<file path="src/rtl/wez_reg_pkg.sv">
// Shared types and the in-place operation unit for the wez register bank.
// apply_op works on a MAX_W-wide container; callers slice out their own WIDTH.
package wez_reg_pkg;

    localparam int OP_W  = 3;
    localparam int MAX_W = 64;

    typedef enum logic [OP_W-1:0] {
        OP_LOAD = 3'd0,
        OP_INC  = 3'd1,
        OP_DEC  = 3'd2,
        OP_ADD  = 3'd3,
        OP_SHL  = 3'd4,
        OP_SHR  = 3'd5,
        OP_CLR  = 3'd6,
        OP_NOT  = 3'd7
    } op_t;

    // Returns {carry, result}; result bits at or above w are forced to zero.
    function automatic logic [MAX_W:0] apply_op(
        input op_t                op,
        input logic [MAX_W-1:0]   r,
        input logic [MAX_W-1:0]   d,
        input int unsigned        w
    );
        logic [MAX_W:0] mask;
        logic [MAX_W:0] res;
        logic [MAX_W:0] sh;
        logic           carry;
        mask  = ((MAX_W+1)'(1) << w) - (MAX_W+1)'(1);
        res   = '0;
        sh    = '0;
        carry = 1'b0;
        case (op)
            OP_LOAD: res = {1'b0, d};
            OP_INC: begin
                res   = {1'b0, r} + (MAX_W+1)'(1);
                sh    = res >> w;
                carry = sh[0];
            end
            OP_DEC: begin
                res   = {1'b0, r} - (MAX_W+1)'(1);
                carry = (r == '0);
            end
            OP_ADD: begin
                res   = {1'b0, r} + {1'b0, d};
                sh    = res >> w;
                carry = sh[0];
            end
            OP_SHL: begin
                res   = {r, d[0]};
                sh    = {1'b0, r} >> (w - 1);
                carry = sh[0];
            end
            OP_SHR: begin
                res   = {2'b00, r[MAX_W-1:1]} | ({{MAX_W{1'b0}}, d[0]} << (w - 1));
                carry = r[0];
            end
            OP_CLR:  res = '0;
            OP_NOT:  res = {1'b0, ~r};
            default: res = '0;
        endcase
        return {carry, res[MAX_W-1:0] & mask[MAX_W-1:0]};
    endfunction

endpackage

</file>
<file path="src/rtl/wez_reg_cell.sv">
// One storage register with write enable and asynchronous active-low reset.
module wez_reg_cell
    import wez_reg_pkg::*;
#(
    parameter int WIDTH       = 8,
    parameter int RESET_VALUE = 0
) (
    input  logic             clk,
    input  logic             rst,
    input  logic             we,
    input  logic [WIDTH-1:0] d,
    output logic [WIDTH-1:0] q
);

    localparam logic [WIDTH-1:0] RST_V = WIDTH'(RESET_VALUE);

    logic [WIDTH-1:0] q_reg;

    always_ff @(posedge clk or negedge rst) begin
        if (!rst) begin
            q_reg <= RST_V;
        end else if (we) begin
            q_reg <= d;
        end
    end

    assign q = q_reg;

endmodule

</file>
<file path="src/rtl/wez_reg_bank.sv">
// Register bank with one shared in-place op unit, registered zero/carry flags,
// two combinational read ports and optional write-to-read bypass.
module wez_reg_bank
    import wez_reg_pkg::*;
#(
    parameter int WIDTH       = 8,
    parameter int DEPTH       = 4,
    parameter int RESET_VALUE = 0,
    parameter int BYPASS      = 0,
    localparam int AW         = $clog2(DEPTH)
) (
    input  logic             clk,
    input  logic             rst,
    input  logic             wr_en,
    input  logic [AW-1:0]    wr_addr,
    input  logic [OP_W-1:0]  op,
    input  logic [WIDTH-1:0] wr_data,
    input  logic [AW-1:0]    rd_addr_a,
    input  logic [AW-1:0]    rd_addr_b,
    output logic [WIDTH-1:0] rd_a,
    output logic [WIDTH-1:0] rd_b,
    output logic             flag_zero,
    output logic             flag_carry
);

    logic [WIDTH-1:0] regs [DEPTH];
    logic             wr_ok;
    logic [WIDTH-1:0] cur_val;
    logic [MAX_W:0]   op_out;
    logic [WIDTH-1:0] result_next;
    logic             carry_next;
    logic             flag_zero_reg;
    logic             flag_carry_reg;

    // Non-power-of-two depths leave unused address codes; those are ignored.
    assign wr_ok = wr_en && (int'(wr_addr) < DEPTH);

    always_comb begin
        cur_val = '0;
        for (int i = 0; i < DEPTH; i++) begin
            if (wr_addr == AW'(i)) begin
                cur_val = regs[i];
            end
        end
    end

    assign op_out      = apply_op(op_t'(op), MAX_W'(cur_val), MAX_W'(wr_data), WIDTH);
    assign result_next = op_out[WIDTH-1:0];
    assign carry_next  = op_out[MAX_W];

    generate
        for (genvar gi = 0; gi < DEPTH; gi++) begin : g_cell
            wez_reg_cell #(
                .WIDTH       (WIDTH),
                .RESET_VALUE (RESET_VALUE)
            ) u_cell (
                .clk (clk),
                .rst (rst),
                .we  (wr_ok && (wr_addr == AW'(gi))),
                .d   (result_next),
                .q   (regs[gi])
            );
        end
    endgenerate

    always_ff @(posedge clk or negedge rst) begin
        if (!rst) begin
            flag_zero_reg  <= 1'b0;
            flag_carry_reg <= 1'b0;
        end else if (wr_ok) begin
            flag_zero_reg  <= (result_next == '0);
            flag_carry_reg <= carry_next;
        end
    end

    assign flag_zero  = flag_zero_reg;
    assign flag_carry = flag_carry_reg;

    // A bypass hit implies an in-range address, since wr_ok already checked it.
    always_comb begin
        rd_a = '0;
        rd_b = '0;
        for (int i = 0; i < DEPTH; i++) begin
            if (rd_addr_a == AW'(i)) rd_a = regs[i];
            if (rd_addr_b == AW'(i)) rd_b = regs[i];
        end
        if (BYPASS != 0 && wr_ok && rd_addr_a == wr_addr) rd_a = result_next;
        if (BYPASS != 0 && wr_ok && rd_addr_b == wr_addr) rd_b = result_next;
    end

endmodule

</file>
<file path="config.mk">
export PLATFORM = sky130hd
export DESIGN_NAME = wez_reg_bank
export DESIGN_NICKNAME = d
export VERILOG_FILES = /design/src/rtl/wez_reg_pkg.sv /design/src/rtl/wez_reg_cell.sv /design/src/rtl/wez_reg_bank.sv
export SDC_FILE = /design/constraint.sdc
export NUM_CORES = 1
export LEC_CHECK = 0
export ABC_AREA = 1
export CORE_AREA = 4 4 77 94
export CTS_BUF_LIST = sky130_fd_sc_hd__clkbuf_4 sky130_fd_sc_hd__clkbuf_8
export DETAILED_ROUTE_END_ITERATION = 10
export DIE_AREA = 0 0 81 98
export PLACE_DENSITY = 0.77
export REMOVE_ABC_BUFFERS = 1
export SETUP_SLACK_MARGIN = 0.02
export SYNTH_ARGS = -nofsm -noshare
export SYNTH_HDL_FRONTEND = slang
export SYNTH_HIERARCHICAL = 1
export SYNTH_SLANG_ARGS = --single-unit
</file>
<file path="constraint.sdc">
create_clock -name clk -period 2.4 [get_ports clk]
set_input_delay 0.6 -clock clk [delete_from_list [all_inputs] [get_ports clk]]
set_output_delay 0.6 -clock clk [all_outputs]
set_load 0.005 [all_outputs]
</file>
==> results list, run 1 <==
- Worst-path cell with the longest stage delay: sky130_fd_sc_hd__fa_2
- The share of the Yosys chip area taken by registers is 25.99%.
- Violation count after the first detailed-route iteration: 309
* Area growth, synth to finish: 55.43%
- Largest register FFs: 32
- Post-synthesis sequential element count: 34
- Post-layout util: 80.42%
- The initialized floorplan defines 32 standard-cell rows.
- Final-stage net count: 742
- Buffers placed on the I/O ports in this run total 37.
- Hold depth: 2
* Overall die width: 81 um
* Hold Violations, Final: 0
* Starting density of the core: 51.74%
- Violated checks: negative setup slack
- After synthesis, the largest area contributor takes up 27.41% of total cell area.
* Worst endpoint data arrival time: 3080 ps
- Leak Pwr: 2.746 nW
- R2R cell count: 17
- Total net switching power: 1.334 mW
* Cell count after synthesis: 554
- After clock tree synthesis, the flow added hold-fix buffers numbering 0.
- Detailed routing inserted a total of 4500 vias.
- Most used DFF post-synth: sky130_fd_sc_hd__dfrtp_1
- Number of routed nets with antenna violations: 0
* CTS tree: built
* WP data required: 2610 ps
- Internal portion of total power: 1.908 mW
- Vias in the first global route: 4546
- Sw frac: 41.15%
- For the final routed database, the setup TNS stands at -5545 ps.
- Final hold slack: 482.4 ps
- Critical R2R Capture: flag_zero$_DFFE_PN0P_
- Of the available clock period, the critical path in the final layout requires 119.3%.
- Clock slew at reported path FFs: 70 ps
* Ports: 38
- The worst hold path begins at flag_carry$_DFFE_PN0P_.
* Category of the most critical setup path: input port to flip-flop
* Cell variety after synth: 36
* Number of search-and-repair iterations in the first detailed-routing pass: 5
- Top fanout value on the critical path: 5
- End point of the most critical hold path: flag_carry$_DFFE_PN0P_
* Layout Cells excl Fill: 796
* Number of buffers and inverters on the critical path: 4
- Maximum number of pins on one net before global-route repair: 35
* Reg-to-reg slack, setup: -260 ps
- The repair_antennas step left the layout with diodes totalling 0.
- The share of total power dissipated in the clock network is 17.0%.
- Sequential share of power: 24.9%
* Remaining Overflow, GRT: 0
- In the post-route analysis, the smallest setup slack over all paths is -462.8 ps.
* Endpoint class of the critical path: flip-flop
- Leading cell type by number of instances after synthesis: sky130_fd_sc_hd__nand2_1
- Final Instance Area: 5087 um^2
* Synthesized cell area: 3273 um^2
- Final clock skew: 6.429 ps
- Summed over all layers, the routed wires come to 13100 um.
* GRT Util Overall: 33.21%
* Combinational fraction of design power: 58.1%
- Setup repair after global routing could not meet its margin everywhere.
- Time the final worst path needs with I/O delays and setup: 2863 ps
- Worst skew pair latency: 290 ps
- Of the cells placed in the final design, the portion with a size suffix greater than 1 is 34.60%.
* Power per standard cell area: 637.2 nW/um^2
- Setup violations remaining at the end of the flow were counted as 30.
- The worst register-to-register path begins at g_cell[1].u_cell/q[0]$_DFFE_PN0P_.
* Share of flip-flops with an asynchronous set or reset after synthesis: 100.0%
- Total clock sinks: 34
- Maximum buffer depth of the clock tree: 2
* Main area contributors after synthesis: sky130_fd_sc_hd__nand2_1 27%, sky130_fd_sc_hd__dfrtp_1 26%, sky130_fd_sc_hd__nand3_1 8.4%
* Remaining routing DRC violations: 0
- The max-slew violation count came to 0.
* Worst VDD drop: 363.7 uV
- In the routed layout, each cell is associated on average with a via count of 5.653.
* Highest cell delay on the worst timing path: 540 ps
- The critical path goes through buf_6 -> buf_8 -> nor2_4 -> nand2_2 -> nand4_1 -> ha_2 -> inv_2 -> fa_2 -> inv_2 -> nand2_2 -> o21ai_2 -> nor2_2 -> nand2_1 -> o21ai_2 -> nand3_1 -> nor2_1 -> nand2_1 -> nor2_2 -> nand2_1 -> o21bai_1.
- The core region is 6326 um^2.
* Critical Path Most Common Cell: sky130_fd_sc_hd__nand2_1
* Maximum frequency from static timing analysis: 0.3493 GHz
* Final HPWL from detailed placement: 9878 um
* Startpoint kind of the worst setup timing path: input port
- Headroom to the max-slew limit came out at 70.91%.
- EDFF count, synth: 0
- In the synthesized netlist, the cells that appear most often are 239 x sky130_fd_sc_hd__nand2_1, 55 x sky130_fd_sc_hd__inv_1, 55 x sky130_fd_sc_hd__nand3_1.
- In this run the mean area of a mapped cell was 5.908 um^2.
- Number of warnings reported in the yosys synthesis log: 6
- First-pass GRT wire length: 20620 um
- The number of antenna violations at the first check in global routing came to 0.
* Die span in y: 98 um
- In the final routed layout, each cell accounts on average for 16.46 um.
* Count of maximum capacitance violations: 0
- Summed over all instances, the cell type with the most area after synthesis is sky130_fd_sc_hd__nand2_1.
- The run finished, with violations left.
* Kind of cell with the highest combined delay on the critical path: simple AND/OR/NAND/NOR gates
* Number of buffers added by the clock tree synthesis step: 5
- Die outline area: 7938 um^2
- After detailed placement, the total cell area comes to 4517 um^2.
* Instance count after placement with tap cells included: 779
- Routability congestion estimate: 0.9700
- For the pin with the worst max-slew slack, the measured transition is 436.3 ps.
- The tree is rooted in a sky130_fd_sc_hd__clkbuf_8.
- The H-tree generated during clock tree synthesis spans 2 levels.
* Type of the tightest min-delay check: flip-flop to flip-flop
==> worst min-delay path: cells and delay by family, from the launching register on <==
family           cells  cell delay [ps]
DFF                  1              350
and+or+nand+nor      2              100
==> metal layers <==
layer  up-vias  global-route usage, %  part of all wire, %  routed length (um)
met1      2066                  33.76                   37                4801
met3       101                  4.520                  4.9                 636
met5         -                      0                    0                   0
li1       2095                      -                    -                   -
met4         0                  25.49                  8.0                1047
met2       238                  59.20                   50                6617
==> area by class of cell <==
class	instances	area, um^2
Clock buffer	7	83.83
Tap cell	85	106.4
Inverter	67	261.5
Multi-Input combinational cell	444	2442
Fill cell	454	1239
Clock inverter	1	30.03
Sequential cell	34	850.8
Timing Repair Buffer	158	1313
==> power by group through the flow <==
stage	Sequential (mW)	Combinational, mW	Clock [mW]
2_1_floorplan	0.805	0.756	0
3_3_place_gp	0.805	1.56	0
3_5_place_dp	0.807	1.60	0
4_1_cts	0.799	1.76	0.552
5_1_grt	0.819	2.04	0.579
6_report	0.808	1.88	0.550
==> cells by family (layout without fill, tap and decap cells) <==
family,Yosys count,count (layout),synth area share [%]
adder cells (fa/ha/maj),12,12,4.816
AND/OR/NAND/NOR,371,371,48.66
XOR/XNOR,1,1,0.2676
flip-flops,34,34,25.99
AO/OA/AOI/OAI,60,60,10.32
buffers and inverters,76,233,9.938
==> metrics by stage <==
step	setup slack (ps)	total power, mW
2_1_floorplan	-276.7	1.562
3_3_place_gp	-1149	2.368
3_5_place_dp	-1240	2.410
4_1_cts	-427.0	3.110
5_1_grt	-597.4	3.437
6_report	-462.8	3.242
==> what timing repair did <==
item,CTS,global route
pin swaps,36,25
endpoints found under the setup margin,50,39
setup buffers,14,3
gates resized for setup,118,34
cloned,1,0
==> placed cells by master (no fill, tap or decap), drive strengths merged, types with 10 or more instances in the layout <==
cell and instances:
clkdlybuf4s50 18, a21oi 21, o22ai 14, nand4 10
ha 11, dfrtp 34, nand2 245, nor2 40
buf 125, inv 67, or2 11, nand3 57
o21ai 18
==> how the worst max path moves through the flow <==
stage / start / to / slack, ps / depth (start not counted)
detailed placement: wr_addr[0] / flag_zero$_DFFE_PN0P_ / -1240 / 19
global route: wr_addr[1] / flag_zero$_DFFE_PN0P_ / -600 / 20
finish: wr_addr[1] / flag_zero$_DFFE_PN0P_ / -460 / 20
global placement: wr_addr[1] / flag_zero$_DFFE_PN0P_ / -1150 / 20
CTS: wr_addr[1] / flag_zero$_DFFE_PN0P_ / -430 / 20
floorplan: wr_addr[1] / flag_zero$_DFFE_PN0P_ / -280 / 18
(Power assumes the default switching activity.)
==> inputs of run 2 (changes only) <==
--- a/config.mk
+++ b/config.mk
@@ -6,11 +6,10 @@
 export NUM_CORES = 1
 export LEC_CHECK = 0
 export ABC_AREA = 1
-export CORE_AREA = 4 4 77 94
-export CTS_BUF_LIST = sky130_fd_sc_hd__clkbuf_4 sky130_fd_sc_hd__clkbuf_8
+export CORE_AREA = 4 4 78 94
 export DETAILED_ROUTE_END_ITERATION = 10
-export DIE_AREA = 0 0 81 98
-export PLACE_DENSITY = 0.77
+export DIE_AREA = 0 0 82 98
+export PLACE_DENSITY = 0.76
 export REMOVE_ABC_BUFFERS = 1
 export SETUP_SLACK_MARGIN = 0.02
 export SYNTH_ARGS = -nofsm -noshare
==> results list, run 2 (same netlist as run 1, synthesis figures left out) <==
- The internal power was 1.812 mW (-5.0%).
* Number of routed nets with antenna violations: 0 (unchanged)
- The net switching share of the total power came to 44.12% (+3.0 points).
- Starting density of the core: 51.09% (-0.65 points)
- Worst skew pair latency: 290 ps (about the same)
- The setup clock skew after layout came to 7.422 ps (+0.9939 ps).
- Sequential share of power: 25.9% (+1.0 points)
* Largest register FFs: 32 (unchanged)
- The switching power came to 1.430 mW (+7.2%).
* Root buffer cell: sky130_fd_sc_hd__clkbuf_8
* First-pass GRT wire length: 20790 um (+0.80%)
* Unrepaired setup endpoints after global routing: true
* Count of maximum capacitance violations: 0 (unchanged)
- The number of antenna violations at the first check in global routing is 0 (unchanged).
* Post-layout util: 83.30% (+2.9 points)
- The pin count of the biggest net entering global routing was 35 (unchanged).
- The total power divided by cell area was 607.6 nW/um^2 (-4.6%).
- Vias per inst: 5.860 (+3.7%)
* Maximum buffer depth of the clock tree: 2 (unchanged)
- The DRC violations left was 0 (unchanged).
* Setup-failing EPs final: 30 (unchanged)
- The number of rows in the core area came to 32 (unchanged).
- Final HPWL from detailed placement: 9679 um (-2.0%)
- Type of the tightest min-delay check: flip-flop to flip-flop
* Clock slew at reported path FFs: 70 ps (about the same)
* Fin crit share: 120.0% (+0.67 points)
- The worst voltage drop across the vdd grid was 362.8 uV (-0.26%).
* Final critical-path setup slack: -478.8 ps (-16.05 ps)
- The worst setup slack before clock tree synthesis came to -1397 ps (-157.1 ps).
- Layout cells sized above 1: 38.12% (+3.5 points)
- The first-pass iteration count of the detailed router came to 8 (+3).
- Total clock sinks: 34 (unchanged)
- Worst slew slack as a fraction of its limit: 69.36% (-1.6 points)
* Violation count after the first detailed-route iteration: 677 (+120%)
- Actual transition at the worst max-transition pin: 459.5 ps (+23.26 ps)
* Endpoint class of the critical path: flip-flop
- CTS tree: built
* Vias in the first global route: 4602 (+1.2%)
- Top fanout value on the critical path: 6 (+1)
- The post-route minimum period is 2879 ps (+16.05 ps).
* Wirelength per Cell: 18.11 um (+10%)
- Count of filler cells inserted in the layout: 396 (-13%)
- The I/O pin total is 38 (unchanged).
- Overall die width: 82 um (+1.2%)
- Top library cells by usage in the layout, fill and taps aside: 212 x sky130_fd_sc_hd__nand2_1, 119 x sky130_fd_sc_hd__buf_4, 43 x sky130_fd_sc_hd__nand3_1
- R2R cell count: 18 (+1)
- Final Instance Area: 5336 um^2 (+4.9%)
* Port-buffer cells: 37 (unchanged)
- The data required time at the worst endpoint was 2610 ps (about the same).
- The count of hold buffers inserted by post-cts repair came to 0 (unchanged).
- The total die area came to 8036 um^2 (+1.2%).
- Total number of vias: 4741 (+5.4%)
- The worst setup path is launched from an input port.
- Hold Violations, Final: 0 (unchanged)
- Number of buffers added by the clock tree synthesis step: 5 (unchanged)
- The total power came to 3.242 mW (about the same).
- The total inserted antenna cells is 0 (unchanged).
- Combinational fraction of design power: 61.5% (+3.4 points)
- Final-stage net count: 756 (+1.9%)
- Leaving out fill and tap cells, the most frequent cell in the layout is sky130_fd_sc_hd__nand2_1.
* Routed wire length: 14650 um (+12%)
* Routability congestion estimate: 0.9761 (+0.63%)
- The final total negative setup slack was -6071 ps (-525.9 ps).
- Area occupied by multi-input gates: 2554 um^2 (+4.6%)
* H-tree depth reported by CTS: 2 (unchanged)
- The leakage component of the power came to 2.884 nW (+5.0%).
* Violated checks: negative setup slack
* Hold depth: 2 (unchanged)
* Placed standard-cell area: 4497 um^2 (-0.44%)
- The die span in y is 98 um (unchanged).
* Category of the most critical setup path: input port to flip-flop
* Remaining Overflow, GRT: 0 (unchanged)
* GRT Util Overall: 33.32% (+0.11 points)
* Worst endpoint data arrival time: 3090 ps (about the same)
- The flip-flop and latch area is 850.8 um^2 (unchanged).
* Area growth, synth to finish: 63.04%
- Area inside the core boundary: 6406 um^2 (+1.3%)
* Maximum frequency from static timing analysis: 0.3474 GHz (-0.56%)
- The max-slew violation count was 0 (unchanged).
* Result of the run: complete, but fails checks
- Portion of total power attributed to the clock network: 12.6% (-4.4 points)
[run 2: changes by cell type in the layout (fill, tap and decap cells not counted), moves of 5 or more]
cell	before	now
sky130_fd_sc_hd__inv_4	1	6
sky130_fd_sc_hd__buf_6	8	14
sky130_fd_sc_hd__nand2_2	20	25
sky130_fd_sc_hd__inv_2	28	22
sky130_fd_sc_hd__nand2_1	220	212
sky130_fd_sc_hd__buf_4	112	119
[run 2: what timing repair did]
item	in CTS	in global routing
resized for setup	119	75
setup endpoints to repair	50	41
buffers inserted	20	11
pin swaps	43	50
[run 2: cell type report]
cell class | instances | share of cell area (%)
Multi-Input combinational cell | 444 | 47.85
Clock inverter | 2 | 0.1876
Clock buffer | 5 | 1.290
Timing Repair Buffer | 172 | 27.64
Sequential cell | 34 | 15.94
Tap cell | 85 | 1.993
Inverter | 67 | 5.088
[run 2: per-stage QoR]
| step | hold slack (ps) | std cells |
|---|---|---|
| floorplan | 304.4 | 545 |
| global placement | 458.6 | 773 |
| detailed placement | 466.8 | 773 |
| CTS | 481.4 | 799 |
| global route | 499.5 | 809 |
| finish | 476.7 | 809 |
[run 2: layer usage]
metal  GRT usage (%)  part of all wire, %  up-vias
met5               0                    0        -
met4           25.32                  8.9        0
met3           5.166                  8.0      123
met2           59.12                   50      337
met1           33.51                   33     2168
li1                -                    -     2113
[run 2: power groups by stage]
stage	Sequential (mW)	Clock (mW)	Combinational (mW)
after floorplan	0.805	0	0.756
after global placement	0.818	0	1.53
after detailed placement	0.821	0	1.58
after CTS	0.814	0.413	1.74
after global routing	0.844	0.443	2.15
final	0.840	0.409	1.99
[run 2: worst paths after layout]
kind,start,to,slack (ps)
worst max-delay path,wr_addr[1],flag_zero$_DFFE_PN0P_,-480
worst min register to register,flag_carry$_DFFE_PN0P_,flag_carry$_DFFE_PN0P_,480
worst max register to register,g_cell[1].u_cell/q[0]$_DFFE_PN0P_,flag_zero$_DFFE_PN0P_,-370
min in group asynchronous,rst,g_cell[0].u_cell/q[3]$_DFFE_PN0P_,720
max in group asynchronous,rst,g_cell[3].u_cell/q[7]$_DFFE_PN0P_,1340
worst min-delay path,flag_carry$_DFFE_PN0P_,flag_carry$_DFFE_PN0P_,480
[run 2: worst max-delay path, stage by stage]
cell and delay (ps):
sky130_fd_sc_hd__buf_12 120, sky130_fd_sc_hd__inv_6 80, sky130_fd_sc_hd__nand3_2 90, sky130_fd_sc_hd__nand4_1 180, sky130_fd_sc_hd__ha_2 220, sky130_fd_sc_hd__inv_2 50, sky130_fd_sc_hd__fa_2 410, sky130_fd_sc_hd__inv_2 100
sky130_fd_sc_hd__nand3_2 80, sky130_fd_sc_hd__nand2_2 70, sky130_fd_sc_hd__nand2_1 50, sky130_fd_sc_hd__nand2_1 60, sky130_fd_sc_hd__nor2_2 50, sky130_fd_sc_hd__nor3_2 290, sky130_fd_sc_hd__nand3_2 170, sky130_fd_sc_hd__nand2_2 110
sky130_fd_sc_hd__nand2_2 70, sky130_fd_sc_hd__nor2_4 100, sky130_fd_sc_hd__nand2_1 60, sky130_fd_sc_hd__o21bai_1 120
==> inputs of run 3 (changes only) <==
--- a/config.mk
+++ b/config.mk
@@ -9,6 +9,7 @@
 export CORE_AREA = 4 4 78 94
 export DETAILED_ROUTE_END_ITERATION = 10
 export DIE_AREA = 0 0 82 98
+export GPL_ROUTABILITY_DRIVEN = 0
 export PLACE_DENSITY = 0.76
 export REMOVE_ABC_BUFFERS = 1
 export SETUP_SLACK_MARGIN = 0.02
==> results list, run 3 (same netlist as run 1, synthesis figures left out) <==
* Unrepaired setup endpoints after global routing: true
- Area inside the core boundary: 6406 um^2 (unchanged)
* Count of filler cells inserted in the layout: 446 (+13%)
- Total net switching power: 1.329 mW (-7.1%)
* GRT Util Overall: 32.19% (-1.1 points)
- The highest achievable clock rate came to 0.3602 GHz (+3.7%).
* Fin crit share: 115.7% (-4.3 points)
* Worst skew pair latency: 290 ps (about the same)
- The worst register-to-register path ends at flag_zero$_DFFE_PN0P_.
- Sequential share of power: 25.4% (-0.5 points)
- The tightest slew margin relative to the limit was 67.09% (-2.3 points).
* Setup slack after placement: -1209 ps (+188.2 ps)
- Leak Pwr: 2.753 nW (-4.5%)
* Top fanout value on the critical path: 5 (-1)
* Remaining routing DRC violations: 0 (unchanged)
- The number of antenna violations at the first check in global routing is 0 (unchanged).
- R2R cell count: 18 (unchanged)
- TritonCTS built the clock tree.
- The DRC marker count from the first detailed-route iteration is 458 (-32%).
* Number of buffers added by the clock tree synthesis step: 5 (unchanged)
- The number of global-route vias before repair came to 4659 (+1.2%).
- The wire length of the first global-routing pass is 20390 um (-1.9%).
* Die span in y: 98 um (unchanged)
- Remaining Overflow, GRT: 0 (unchanged)
- Traced cell by cell, the critical path runs through buf_6 -> buf_8 -> nor2_4 -> buf_4 -> buf_4 -> nand2_2 -> nand3_2 -> nand2_2 -> inv_2 -> fa_2 -> inv_2 -> nand3_2 -> nand2_2 -> nand2_1 -> nand2_1 -> nor2_2 -> nor3_2 -> nand3_2 -> nand2_2 -> nand2_1 -> nor2_1 -> nand2_1 -> o21bai_1.
- Result of the run: complete, but fails checks
* Violated checks: negative setup slack
- The total placed instance area is 4447 um^2 (-1.1%).
- In the layout the commonest cells are 222 x sky130_fd_sc_hd__nand2_1, 114 x sky130_fd_sc_hd__buf_4, 50 x sky130_fd_sc_hd__nand3_1.
- The total die area was 8036 um^2 (unchanged).
* Sw frac: 40.53% (-3.6 points)
- Vias per inst: 5.726 (-2.3%)
- The worst voltage drop across the vdd grid is 355.5 uV (-2.0%).
* Port-buffer cells: 37 (unchanged)
* Power per standard cell area: 645.7 nW/um^2 (+6.3%)
* FP Rows: 32 (unchanged)
- Final HPWL from detailed placement: 9469 um (-2.2%)
* Wirelength per Cell: 16.47 um (-9.1%)
* Largest register FFs: 32 (unchanged)
- The worst hold path belongs to the class flip-flop to flip-flop.
- The fraction of power consumed by combinational cells came to 55.1% (-6.4 points).
- STA classifies the critical path endpoint as a flip-flop.
- The data arrival time at the worst-slack endpoint came to 2990 ps (-100 ps).
- Total clock sinks: 34 (unchanged)
- The horizontal die dimension was 82 um (unchanged).
- Critical hold path startpoint: flag_carry$_DFFE_PN0P_
- The initial core utilization was 51.09% (unchanged).
* Commonest non-fill, non-tap cell in the layout: sky130_fd_sc_hd__nand2_1
- The worst register-to-register path begins at g_cell[1].u_cell/q[0]$_DFFE_PN0P_.
- Final Instance Area: 5079 um^2 (-4.8%)
- Highest cell delay on the worst timing path: 380 ps (-30 ps)
- Setup-failing EPs final: 30 (unchanged)
- Among all stages on the critical path, the largest delay is contributed by sky130_fd_sc_hd__fa_2.
- The post-route minimum period was 2776 ps (-102.4 ps).
- Startpoint kind of the worst setup timing path: input port
- The total power came to 3.279 mW (+1.1%).
- Root buffer cell: sky130_fd_sc_hd__clkbuf_8
- The setup clock skew after layout came to 9.435 ps (+2.012 ps).
- The critical path in this run is classified as input port to flip-flop.
- Total number of vias: 4581 (-3.4%)
* Layout Cells excl Fill: 800 (-1.1%)
- H-tree depth reported by CTS: 2 (unchanged)
* Portion of total power attributed to the clock network: 19.5% (+6.9 points)
- The count of endpoints failing hold in the final timing report was 0 (unchanged).
- The area growth from synthesis to layout is 55.16%.
* Final critical-path setup slack: -376.4 ps (+102.4 ps)
- Routed wire length: 13170 um (-10%)
- Ports: 38 (unchanged)
- Number of search-and-repair iterations in the first detailed-routing pass: 6 (-2)
* Number of routed nets with antenna violations: 0 (unchanged)
- The data required time at the worst endpoint was 2610 ps (about the same).
- Maximum buffer depth of the clock tree: 2 (unchanged)
- The worst-margin pin slew is 491.8 ps (+32.24 ps).
- Setup TNS: -5493 ps (+577.4 ps)
* End point of the most critical hold path: flag_carry$_DFFE_PN0P_
- Number of buffers inserted by hold repair at cts: 0 (unchanged)
- The pin count of the biggest net entering global routing came to 35 (unchanged).
- Count of maximum capacitance violations: 0 (unchanged)
* Clock slew at reported path FFs: 70 ps (about the same)
- Reg-to-reg slack, setup: -120 ps (+250 ps)
- Internal portion of total power: 1.950 mW (+7.6%)
- The instance count after placement with tap cells included came to 768 (-0.65%).
- Final-stage net count: 746 (-1.3%)
* Layout cells sized above 1: 33.29% (-4.8 points)
* Hold depth: 2 (unchanged)
- Antenna diode instance count: 0 (unchanged)
- Pins Over Slew Limit: 0 (unchanged)
==> run 3: cell count changes in the layout (fill, tap and decap cells not counted), moves of 4 or more <==
cell,previous run,this run
sky130_fd_sc_hd__buf_4,119,114
sky130_fd_sc_hd__nand2_2,25,18
sky130_fd_sc_hd__nand3_2,11,6
sky130_fd_sc_hd__nand2_1,212,222
sky130_fd_sc_hd__nand3_1,43,50
sky130_fd_sc_hd__buf_6,14,9
sky130_fd_sc_hd__nor2_1,26,30
sky130_fd_sc_hd__clkdlybuf4s50_1,14,19
==> run 3: worst max-delay path by stage <==
| stage | from | end | slack (ps) | cells after the start |
|---|---|---|---|---|
| floorplan | wr_addr[1] | flag_zero$_DFFE_PN0P_ | -280 | 18 |
| global placement | wr_addr[0] | flag_zero$_DFFE_PN0P_ | -1120 | 21 |
| detailed placement | wr_addr[0] | flag_zero$_DFFE_PN0P_ | -1210 | 21 |
| CTS | wr_addr[0] | flag_zero$_DFFE_PN0P_ | -310 | 20 |
| global route | wr_addr[0] | flag_zero$_DFFE_PN0P_ | -510 | 20 |
| finish | wr_addr[0] | flag_zero$_DFFE_PN0P_ | -380 | 23 |
==> run 3: worst max-delay path, delay by kind of cell <==
kind,cells,cell delay (ps)
AO/OA/AOI/OAI,1,140
AND/OR/NAND/NOR,15,1280
adder cells (fa/ha/maj),1,380
buffers and inverters,6,610
==> run 3: routing by layer <==
metal	GRT usage, %	part of all wire (%)	up-vias
li1	-	-	2102
met1	32.43	34	2077
met2	56.81	52	306
met3	5.074	7.2	96
met4	24.81	7.4	0
met5	0	0	-
==> run 3: cell type report <==
| type | count | area, um^2 | area share, % |
|---|---|---|---|
| Clock buffer | 5 | 68.82 | 1.355 |
| Clock inverter | 3 | 68.82 | 1.355 |
| Inverter | 67 | 266.5 | 5.248 |
| Multi-Input combinational cell | 444 | 2376 | 46.78 |
| Sequential cell | 34 | 850.8 | 16.75 |
| Tap cell | 85 | 106.4 | 2.094 |
| Timing Repair Buffer | 162 | 1341 | 26.41 |
==> run 3: timing repair <==
action | 4_1_cts | 5_1_grt
pin swaps | 51 | 30
gates resized for setup | 99 | 37
setup buffers | 18 | 7
gates cloned | 1 | 0
setup endpoints to repair | 50 | 42
==> run 3: per-stage QoR <==
stage          hold slack, ps  util, %
5_1_grt                 500.2    79.28
4_1_cts                 485.8    76.45
3_5_place_dp            466.8    69.41
6_report                495.4    79.28
3_3_place_gp            459.2    69.41
2_1_floorplan           304.4        -
==> run 3: power by group through the flow <==
stage                     sequential [mW]  clock, mW  combinational [mW]
final                               0.833      0.639                1.81
after global routing                0.839      0.672                1.96
after floorplan                     0.805          0               0.756
after detailed placement            0.827          0                1.54
after CTS                           0.819      0.642                1.68
after global placement              0.822          0                1.50
